[src/rtl/axi2ahb_rdata.sv]
// axi2ahb_rdata: buffers AHB read beats of one AXI burst and replays them on the AXI R channel.
// Define AXI2AHB_RDATA_ERR_STICKY_EN so that an ERROR beat turns the rest of its burst into SLVERR.
module axi2ahb_rdata #(
  parameter int AXI_ID_WIDTH   = 1,
  parameter int AXI_DATA_WIDTH = 32,
  parameter int FIFO_DEPTH     = 4
) (
  input  logic                      ACLK,
  input  logic                      ARESET,
  input  logic [AXI_DATA_WIDTH-1:0] HRDATA,
  input  logic                      HREADY,
  input  logic                      HRESP,
  output logic [AXI_DATA_WIDTH-1:0] RDATA,
  output logic [AXI_ID_WIDTH-1:0]   RID,
  output logic [1:0]                RRESP,
  output logic                      RLAST,
  output logic                      RVALID,
  input  logic                      RREADY,
  input  logic [AXI_ID_WIDTH-1:0]   cmd_id_i,
  input  logic [7:0]                cmd_len_i,
  input  logic                      cmd_valid_i,
  output logic                      cmd_ready_o,
  input  logic                      ctrl_rdata_phase_i,
  output logic                      ctrl_rdata_ready_o
);
  localparam int AW = $clog2(FIFO_DEPTH);
  localparam int EW = AXI_ID_WIDTH + 3 + AXI_DATA_WIDTH;
  localparam logic [AW:0] DEPTH_C = (AW + 1)'(FIFO_DEPTH);

  typedef enum logic {IDLE, BURST} state_t;

  state_t                  r_state;
  logic [AXI_ID_WIDTH-1:0] r_id;
  logic [7:0]              r_len;
  logic [7:0]              r_cnt;
  logic [EW-1:0]           r_mem [FIFO_DEPTH];
  logic [AW-1:0]           r_wptr;
  logic [AW-1:0]           r_rptr;
  logic [AW:0]             r_count;

  logic                    w_cap;
  logic                    w_last;
  logic                    w_push;
  logic                    w_pop;
  logic                    w_full;
  logic                    w_err;
  logic [1:0]              w_rresp;
  logic [AW:0]             w_free;
  logic [EW-1:0]           w_head;

  assign w_cap   = (r_state == BURST) && ctrl_rdata_phase_i && HREADY;
  assign w_last  = (r_cnt == r_len);
  assign w_full  = (r_count == DEPTH_C);
  assign w_push  = w_cap && !w_full;
  assign w_pop   = (r_count != '0) && RREADY;
  assign w_free  = DEPTH_C - r_count;
  assign w_rresp = w_err ? 2'b10 : 2'b00;

`ifdef AXI2AHB_RDATA_ERR_STICKY_EN
  logic r_err;

  always_ff @(posedge ACLK or posedge ARESET) begin
    if (ARESET) begin
      r_err <= 1'b0;
    end else if (cmd_valid_i && cmd_ready_o) begin
      r_err <= 1'b0;
    end else if (w_cap && HRESP) begin
      r_err <= 1'b1;
    end
  end

  assign w_err = HRESP || r_err;
`else
  assign w_err = HRESP;
`endif

  always_ff @(posedge ACLK or posedge ARESET) begin
    if (ARESET) begin
      r_state <= IDLE;
      r_id    <= '0;
      r_len   <= '0;
      r_cnt   <= '0;
    end else begin
      case (r_state)
        IDLE: begin
          if (cmd_valid_i) begin
            r_state <= BURST;
            r_id    <= cmd_id_i;
            r_len   <= cmd_len_i;
            r_cnt   <= '0;
          end
        end
        BURST: begin
          if (w_cap) begin
            if (w_last) begin
              r_state <= IDLE;
            end else begin
              r_cnt <= r_cnt + 8'd1;
            end
          end
        end
      endcase
    end
  end

  // Storage needs no reset: the occupancy counter alone defines which entries are live.
  always_ff @(posedge ACLK) begin
    if (w_push) begin
      r_mem[r_wptr] <= {r_id, w_rresp, w_last, HRDATA};
    end
  end

  always_ff @(posedge ACLK or posedge ARESET) begin
    if (ARESET) begin
      r_wptr  <= '0;
      r_rptr  <= '0;
      r_count <= '0;
    end else begin
      if (w_push) begin
        r_wptr <= r_wptr + AW'(1);
      end
      if (w_pop) begin
        r_rptr <= r_rptr + AW'(1);
      end
      case ({w_push, w_pop})
        2'b10:   r_count <= r_count + (AW + 1)'(1);
        2'b01:   r_count <= r_count - (AW + 1)'(1);
        default: r_count <= r_count;
      endcase
    end
  end

  // Head is masked while empty so the R payload reads as zero out of reset.
  assign w_head = r_mem[r_rptr];
  assign RVALID = (r_count != '0);
  assign {RID, RRESP, RLAST, RDATA} = RVALID ? w_head : '0;

  assign cmd_ready_o        = (r_state == IDLE);
  assign ctrl_rdata_ready_o = (r_state == BURST) && (w_free >= (AW + 1)'(2));
endmodule

[config.mk]
export PLATFORM = sky130hd
export DESIGN_NAME = axi2ahb_rdata
export DESIGN_NICKNAME = d
export VERILOG_FILES = /design/src/rtl/axi2ahb_rdata.sv
export SDC_FILE = /design/constraint.sdc
export NUM_CORES = 1
export LEC_CHECK = 0
export BUFFER_PORTS_ARGS = -buffer_cell sky130_fd_sc_hd__buf_2
export CAP_MARGIN = 5
export CELL_PAD_IN_SITES_DETAIL_PLACEMENT = 0
export CELL_PAD_IN_SITES_GLOBAL_PLACEMENT = 1
export CORE_MARGIN = 4
export CORE_UTILIZATION = 45
export DETAILED_ROUTE_END_ITERATION = 6
export GPL_ROUTABILITY_DRIVEN = 1
export PLACE_DENSITY_LB_ADDON = 0.1
export SETUP_SLACK_MARGIN = 0.1
export SLEW_MARGIN = 20
export SYNTH_ARGS = -nofsm -noshare
export SYNTH_HDL_FRONTEND = slang
export SYNTH_SLANG_ARGS = --single-unit
[constraint.sdc]
create_clock -name ACLK -period 3.5 [get_ports ACLK]
set_input_delay 0.35 -clock ACLK [delete_from_list [all_inputs] [get_ports ACLK]]
set_output_delay 0.35 -clock ACLK [all_outputs]
set_load 0.05 [all_outputs]
==> impl_metrics.csv, run 1 <==
group,metric,value,unit
outcome,status,"finished, final reports clean",
worst_setup_path,cpLargestDelayFamily,"buffers and inverters",
min_path,hold_path_class,"in -> async",
finish,syn2layout_area_growth,19.4,%
drt,ant_nets,0,
die,start_util,45.9,%
finish,seqCellArea,4830,um^2
pwr,p_leak,0.00294,uW
synth,synth_top_area_share,63.1,%
timing,tns,0,ns
timing,rsz0062_at_grt,"false",
global_routing,grt_usage,15.7,%
global_routing,antenna_found_initial,0,
clock_tree,clock-sinks,165,
run,cap_violations,0,
finish,final_common_cell,"edfxtp_1",
finish,nNetsFinal,526,
worst_setup_path,reg2regPathDepth,6,
synth,async_flop_share,15.2,%
timing,fin_skew,0.0111,ns
synth,synth-edff-count,140,
worst_setup_path,worstSetupPathType,"reg -> out",
finish,antennaDiodeCount,0,
worst_setup_path,path_cells,"inv_1 > ha_1 > ha_1 > inv_1 > buf_4 > and2_1 > buf_2",
worst_setup_path,crit_path_end_kind,"primary output",
worst_setup_path,cpPeakStageDelay,0.42,ns
worst_setup_path,arrival,2.46,ns
timing,max_freq,0.356,GHz
synth,synth_cell_type_count,35,
finish,multi_input_area,1720,um^2
clock_tree,tritoncts,"built",
drt,vias,3427,
global_routing,grt_max_degree,37,
timing,slew_headroom,35.9,%
worst_setup_path,cp_num_buf_inv,4,
clock_tree,post_cts_buffers,0,
synth,seq_area_frac_synth,72.4,%
drt,drc,0,
place,place_inst,632,
clock_tree,cts_made_buffers,17,
synth,ys.flop_type,"edfxtp_1",
clock_tree,holdBufCountCts,0,
finish,final_cell_mix,"140 x edfxtp_1, 85 x buf_2, 36 x nand2_1",
synth,yosys-top-cells-area,"edfxtp_1 63%, mux4_2 12%, dfrtp_1 9.4%",
timing,period_share,80.2,%
die,core_area,14500,um^2
clock_tree,ctsLongestPathBuffers,2,
global_routing,grt_pass1_vias,3585,
drt,drt-pass1-iter-count,4,
pwr,peakVddDrop,396,uV
synth,synth_top_cell_by_area,"edfxtp_1",
clock_tree,cts_resized,0,
timing,period_minus_slack,2.81,ns
finish,nFillCells,1203,
worst_setup_path,crit_slowest_cell,"inv_1",
finish,instances_no_fill,664,
place,routabilityCongestion,0.683,
synth,syn_inst,369,
finish,drive_gt1_share,35.4,%
clock_tree,cts_htree_levels,4,
worst_setup_path,r2r-end,"r_mem[0][9]",
timing,maxSlewViolCount,0,
clock_tree,clk_pin_slew_worst_paths,0.07,ns
drt,avgRoutedWirePerCell,18.4,um
timing,hold_viol_final,0,
synth,yosys_warnings,0,
die,die_x,130,um
timing,worst_pin_slew,0.962,ns
timing,setup_viol,0,
place,dp_hpwl,7840,um
worst_setup_path,rr_startpoint,"r_count[0]",
die,io_pins,87,
worst_setup_path,r2r_slack,1.13,ns
global_routing,grt_first_pass_wirelength,19500,um
synth,syn-num-nets,428,
die,die_area,16800,um^2
synth,synth_area_per_cell,18.1,um^2
clock_tree,clkLatencyLatePin,0.42,ns
worst_setup_path,cp_max_fo,19,
synth,ys_ff_latch,165,
pwr,power_density,943,nW/um^2
global_routing,grt_overflow,0,
clock_tree,cts_root_buf,"clkbuf_16",
die,die_h,130,um
drt,drt_iter0_drc,154,
drt,routed_wl,12200,um
place,io_buffers,85,
drt,avgViaCountPerCell,5.16,
worst_setup_path,critPathLaunchType,"flop",
synth,netlist_area,6670,um^2
die,row_count,44,
worst_setup_path,crit_required,3.15,ns
==> routing by layer <==
metal  vias up  part of all wire (%)  track usage [%]
met5         -                     0                0
met4         0                  0.92             5.13
met3         9                   5.3             4.34
met2        79                    51             25.5
met1      1744                    43             20.7
li1       1595                     -                -
==> cell families (layout without fill, tap and decap cells) <==
kind of cell | count (synthesis) | in the layout | synth area share, %
flip-flops | 165 | 165 | 72.4
multiplexers | 38 | 38 | 12.3
AO/OA/AOI/OAI | 15 | 15 | 1.78
AND/OR/NAND/NOR | 97 | 97 | 7.64
buffers and inverters | 28 | 139 | 1.76
adder cells (fa/ha/maj) | 11 | 11 | 2.18
other | 1 | 1 | 0.0563
XOR/XNOR | 14 | 14 | 1.84
==> final cells by class <==
type	count	area share [%]
flip-flops and latches	165	60.7
multi-input cells	176	21.7
repair buffers	95	6.29
clock buffers	17	5.35
well taps	184	2.89
clock inverters	15	2.53
inverters	12	0.566
==> power by group <==
part / total, uW / switching [uW] / internal, uW / leakage (uW)
clock network: 1950 / 750 / 1200 / 0.000300
logic: 2870 / 1880 / 984 / 0.00107
registers: 2690 / 242 / 2450 / 0.00158
total: 7500 / 2870 / 4630 / 0.00294
==> synthesized netlist by cell type, drive strengths merged (3+ instances only) <==
library cell	count
o21ai	3
nor2	5
inv	12
clkbuf	7
edfxtp	140
mux4	35
nor2b	3
nand3	6
xnor2	12
nand2	36
ha	10
dfrtp	25
and2	39
nor4	3
buf	9
==> stage by stage <==
step                      hold slack (ns)  instance area, um^2  total power (uW)  setup WS, ns  utilization (%)
after detailed placement            0.465                 7330              5660          1.07             50.4
after global placement              0.466                 7330              5640          1.08             50.4
after floorplan                     0.377                 6670              4960          1.09                -
after global routing               0.0650                 7960              7920         0.446             54.8
after CTS                          0.0945                 7960              7630         0.610             54.8
final                             0.00745                 7960              7500         0.692             54.8
==> how the worst max path moves through the flow <==
stage,startpoint,slack [ns],endpoint,cells after the start
floorplan,r_count[0],1.09,r_mem[0][0],5
global placement,r_count[0],1.08,r_mem[0][11],6
detailed placement,r_count[0],1.07,r_mem[1][30],6
CTS,r_count[0],0.61,RID,7
global route,r_count[0],0.45,RID,7
finish,r_count[0],0.69,RID,7
==> state kept, by name, indices dropped and copies added, names as in the netlist <==
signal / cells
r_count: 3
r_len: 8
r_rptr: 2
r_state: 1
r_cnt: 8
r_wptr: 2
r_id: 1
r_mem: 140
==> worst reg2reg max path, delay by kind of cell, from the launching register on <==
family                   cells  cell delay (ns)
AND/OR/NAND/NOR              2             0.75
buffers and inverters        2             0.50
adder cells (fa/ha/maj)      2             0.42
flip-flops                   1             0.36
Note: power is estimated with default switching activity, not from simulation.
==> run 2, diff against run 1 <==
- clock period: 3.5 -> 2.7 ns (I/O delays scaled with it)
==> run 2 against run 1 <==
Against the previous run:
- via count up 0.76%
- utilization rose by 0.23 points
- non-clock buffer count grew 1
- critical endpoint is now RDATA[22]
- register-to-register slack got worse by 0.75 ns
- clock-buffer cell count grew 3
- sequential cell count unchanged
==> impl_metrics.csv, run 2 (synthesis results as in run 1) <==
group,metric,value,unit
outcome,status,"finished, final reports clean",
global_routing,antenna_found_initial,0,
timing,period_minus_slack,2.45,ns
worst_setup_path,r2r-end,"r_count[2]",
clock_tree,ctsLongestPathBuffers,2,
drt,ant_nets,0,
finish,syn2layout_area_growth,19.9,%
clock_tree,clkLatencyLatePin,0.42,ns
clock_tree,cts_htree_levels,4,
pwr,internal_power,5970,uW
drt,vias,3453,
finish,drive_gt1_share,34.7,%
finish,top_regs,"r_mem: 140 flops, r_cnt: 8 flops, r_len: 8 flops",
finish,final_cell_mix,"140 x edfxtp_1, 83 x buf_2, 36 x nand2_1",
drt,drt_iter0_drc,166,
place,io_buffers,85,
finish,top_register,"r_mem",
place,routabilityCongestion,0.770,
timing,maxSlewViolCount,0,
worst_setup_path,rr_startpoint,"r_count[0]",
die,row_count,44,
die,start_util,45.9,%
timing,max_freq,0.409,GHz
timing,tns,0,ns
run,cap_violations,0,
pwr,power,9650,uW
worst_setup_path,critPathLaunchType,"flop",
pwr,seqPwrFrac,35.6,%
timing,worst_pin_slew,0.835,ns
global_routing,grt_usage,15.6,%
timing,slew_headroom,44.2,%
global_routing,grt_first_pass_wirelength,19300,um
min_path,hold_path_class,"in -> reg",
worst_setup_path,crit_required,2.43,ns
drt,drc,0,
timing,fin_skew,0.00572,ns
timing,period_share,90.6,%
global_routing,grt_pass1_vias,3578,
min_path,hp-start,"cmd_len_i[6]",
place,dp_hpwl,7680,um
clock_tree,cts_root_buf,"clkbuf_16",
finish,final_common_cell,"edfxtp_1",
pwr,combPwrFrac,40.1,%
pwr,p_sw_share,38.1,%
pwr,power_density,1210,nW/um^2
worst_setup_path,reg2regPathDepth,11,
timing,hold_viol_final,0,
finish,largest_reg_flops,140,
global_routing,grt_overflow,0,
die,core_area,14500,um^2
clock_tree,clock-sinks,165,
timing,rsz0062_at_grt,"false",
worst_setup_path,arrival,2.18,ns
pwr,clkPwrFrac,24.3,%
die,die_x,130,um
min_path,hold_end,"r_len[6]",
finish,antennaDiodeCount,0,
pwr,p_leak,0.00295,uW
die,die_area,16800,um^2
clock_tree,clk_pin_slew_worst_paths,0.06,ns
die,io_pins,87,
global_routing,grt_max_degree,36,
pwr,peakVddDrop,577,uV
finish,nNetsFinal,527,
worst_setup_path,crit_path_end_kind,"primary output",
clock_tree,tritoncts,"built",
die,die_h,130,um
worst_setup_path,r2r_slack,0.38,ns
drt,routed_wl,12200,um
timing,setup_viol,0,
worst_setup_path,worstSetupPathType,"reg -> out",
drt,avgRoutedWirePerCell,18.5,um
min_path,whs_path_depth,3,
pwr,power.switching,3680,uW
drt,avgViaCountPerCell,5.21,
drt,drt-pass1-iter-count,4,
clock_tree,cts_made_buffers,17,
worst_setup_path,cp_max_fo,32,
## run 2: cell count changes in the layout (fill, tap and decap cells not counted), sizes merged
cell         before  now
clkbuf           17   22
buf              95   93
clkinv            6    4
inv              15   13
bufinv            4    3
dlygate4sd3       0    1
## run 2: worst max path at each step
| stage | from | cells after the start | slack [ns] | to |
|---|---|---|---|---|
| 2_1_floorplan | r_count[0] | 5 | 0.29 | r_mem[0][0] |
| 3_3_place_gp | r_count[0] | 11 | 0.49 | r_count[2] |
| 3_5_place_dp | r_count[0] | 11 | 0.35 | r_count[2] |
| 4_1_cts | r_rptr[0] | 4 | 0.14 | RDATA[0] |
| 5_1_grt | r_count[0] | 7 | 0.10 | RLAST |
| 6_report | r_count[0] | 7 | 0.25 | RDATA[22] |
## run 2: layer usage
layer,GRT usage [%],wire length (um),vias to the layer above
met5,0,0,-
met4,6.17,267,0
met3,4.95,583,21
met2,25.1,6150,73
met1,19.9,5240,1765
li1,-,-,1594
## run 2: layout make-up
class / count / area, um^2
fill: 1205 / 6540
sequential: 165 / 4830
multi-input combinational: 176 / 1720
timing repair buffer: 96 / 591
clock buffer: 20 / 437
tap: 184 / 230
clock inverter: 10 / 131
inverter: 12 / 45.0
## run 2: worst max-delay path: stages, from the launching register on
cell     delay [ns]
dfrtp_1        0.35
inv_1          0.09
ha_1           0.24
ha_1           0.20
inv_1          0.20
buf_12         0.21
and2_1         0.17
buf_2          0.27
## run 2: repair_timing
action | CTS | global route
setup endpoints to repair | 0 | 12
hold buffers | 0 | 1
buffers inserted | 0 | 0
resized for setup | 0 | 3
hold endpoints to repair | 0 | 25
## run 2: metrics by stage
step	hold slack [ns]	instances	util [%]	setup WS (ns)	cell area [um^2]
2_1_floorplan	0.297	369	-	0.288	6670
3_3_place_gp	0.459	632	51.0	0.491	7410
3_5_place_dp	0.464	632	51.0	0.348	7410
4_1_cts	0.0164	662	54.9	0.141	7980
5_1_grt	0.0374	663	55.0	0.104	7990
6_report	0.0364	663	55.0	0.253	7990
## run 2: power by group through the flow
stage               clock network (uW)  logic [uW]  registers [uW]
floorplan                            0        3080            3350
global placement                     0        3910            3480
detailed placement                   0        3940            3490
CTS                               2410        3950            3440
global route                      2540        4170            3480
finish                            2340        3870            3430
==> run 3, diff against run 2 <==
--- a/config.mk
+++ b/config.mk
@@ -7,5 +7,5 @@
 export LEC_CHECK = 0
 export BUFFER_PORTS_ARGS = -buffer_cell sky130_fd_sc_hd__buf_2
-export CAP_MARGIN = 5
+export CAP_MARGIN = 20
 export CELL_PAD_IN_SITES_DETAIL_PLACEMENT = 0
 export CELL_PAD_IN_SITES_GLOBAL_PLACEMENT = 1
@@ -16,5 +16,5 @@
 export PLACE_DENSITY_LB_ADDON = 0.1
 export SETUP_SLACK_MARGIN = 0.1
-export SLEW_MARGIN = 20
+export SLEW_MARGIN = 0
 export SYNTH_ARGS = -nofsm -noshare
 export SYNTH_HDL_FRONTEND = slang
==> constraint.sdc (replaced) <==
create_clock -name ACLK -period 2.7 [get_ports ACLK]
set_input_delay 0.27 -clock ACLK [delete_from_list [all_inputs] [get_ports ACLK]]
set_output_delay 0.27 -clock ACLK [all_outputs]
set_load 0.005 [all_outputs]
==> run 3 against run 2 <==
Against the previous run:
- register-to-register slack better by 0.04 ns
- routed wire length shrank 0.85%
- sequential power barely moved
- die area stayed put
- final area is 0.19% lower
- total power is 16% lower
==> impl_metrics.csv, run 3 (synthesis results as in run 1) <==
group,metric,value,unit
global_routing,grt_pass1_vias,3643,
drt,routed_wl,12100,um
global_routing,grt_max_degree,33,
finish,nNetsFinal,530,
worst_setup_path,arrival,2.04,ns
pwr,p_leak,0.00295,uW
clock_tree,clkLatencyLatePin,0.41,ns
drt,drc,0,
clock_tree,clock-sinks,165,
timing,rsz0062_at_grt,"false",
drt,top_layer,"met4",
die,die_h,130,um
outcome,status,"finished, final reports clean",
finish,antennaDiodeCount,0,
clock_tree,cts_resized,0,
finish,final_common_cell,"edfxtp_1",
worst_setup_path,critPathLaunchType,"flop",
drt,routed-wl-met2,6230,um
timing,period_share,85.5,%
timing,holdWs,0.0416,ns
worst_setup_path,crit_path_end_kind,"primary output",
die,io_pins,87,
timing,setup_viol,0,
place,dp_hpwl,7740,um
finish,largest_reg_flops,140,
clock_tree,cts_htree_levels,4,
worst_setup_path,worstSetupPathType,"reg -> out",
drt,vias,3429,
clock_tree,clk_pin_slew_worst_paths,0.06,ns
drt,m1WireLength,5140,um
timing,worst_pin_slew,0.871,ns
clock_tree,tritoncts,"built",
timing,max_freq,0.433,GHz
timing,maxSlewViolCount,0,
drt,ant_nets,0,
timing,slew_headroom,41.8,%
global_routing,grt_usage,15.3,%
worst_setup_path,cp_max_fo,32,
global_routing,antenna_found_initial,0,
drt,route.met3.wl,520,um
timing,fin_skew,0.00598,ns
place,place_inst,634,
finish,top_register,"r_mem",
drt,avgRoutedWirePerCell,18.2,um
worst_setup_path,crit_required,2.43,ns
timing,hold_viol_final,0,
clock_tree,cts_root_buf,"clkbuf_16",
finish,syn2layout_area_growth,19.7,%
finish,top_regs,"r_mem: 140 flops, r_cnt: 8 flops, r_len: 8 flops",
die,die_x,130,um
die,row_count,44,
clock_tree,cts_made_buffers,17,
place,io_buffers,85,
min_path,hold_path_class,"in -> reg",
timing,period_minus_slack,2.31,ns
pwr,power_density,1020,nW/um^2
drt,drt-pass1-iter-count,4,
clock_tree,ctsLongestPathBuffers,2,
timing,tns,0,ns
drt,drt_iter0_drc,145,
finish,final_cell_mix,"140 x edfxtp_1, 85 x buf_2, 36 x nand2_1",
pwr,peakVddDrop,462,uV
run,cap_violations,0,
die,core_area,14500,um^2
place,routabilityCongestion,0.740,
global_routing,grt_overflow,0,
finish,instances_no_fill,668,
die,die_area,16800,um^2
die,start_util,45.9,%
finish,drive_gt1_share,34.9,%
global_routing,grt_first_pass_wirelength,19200,um
drt,avgViaCountPerCell,5.13,
-- run 3: cell count changes in the layout (fill, tap and decap cells not counted), sizes merged --
cell,previous run,this run
inv,13,14
bufinv,3,1
clkbuf,22,20
clkinv,4,6
clkinvlp,2,3
buf,93,98
-- run 3: final timing paths --
kind | startpoint | endpoint | slack (ns) | depth (start not counted)
max | r_count[0] | RLAST | 0.39 | 7
min | cmd_len_i[5] | r_len[5] | 0.04 | 3
max reg2reg | r_count[0] | r_count[2] | 0.42 | 10
min reg2reg | r_count[0] | r_count[0] | 0.47 | 1
max in group asynchronous | ARESET | r_rptr[1] | 1.94 | 4
min in group asynchronous | ARESET | r_count[1] | 0.35 | 3
-- run 3: what timing repair did --
action                    4_1_cts  5_1_grt
buffers inserted                0        0
hold endpoints to repair        0        4
hold buffers                    0        1
-- run 3: critical path, stage by stage, from the launching register on --
cell,delay (ns)
dfrtp_1,0.35
inv_1,0.09
ha_1,0.23
ha_1,0.20
inv_1,0.22
buf_12,0.22
and2_1,0.18
buf_2,0.12
-- run 3: stage by stage --
step / setup slack [ns] / util (%) / total power, uW / cell area, um^2
after CTS: 0.338 / 54.6 / 8260 / 7940
after detailed placement: 0.408 / 50.9 / 6050 / 7400
after global placement: 0.496 / 50.9 / 6020 / 7400
final: 0.392 / 54.9 / 8110 / 7980
after global routing: 0.270 / 54.9 / 8610 / 7980
after floorplan: 0.288 / - / 5050 / 6670
-- run 3: layout make-up --
| type | count | area (um^2) |
|---|---|---|
| repair buffers | 99 | 603 |
| well taps | 184 | 230 |
| clock buffers | 20 | 437 |
| fillers | 1201 | 6560 |
| multi-input cells | 176 | 1720 |
| flip-flops and latches | 165 | 4830 |
| clock inverters | 12 | 106 |
| inverters | 12 | 45.0 |
-- run 3: power breakdown --
part / switching, uW / internal, uW
Clock: 930 / 1270
Sequential: 266 / 3170
Combinational: 1130 / 1350
Total: 2320 / 5790
-- run 3: metal layers --
layer	vias to the layer above	global-route usage, %
li1	1604	-
met1	1733	19.6
met2	73	25.5
met3	19	3.44
met4	0	6.30
met5	-	0
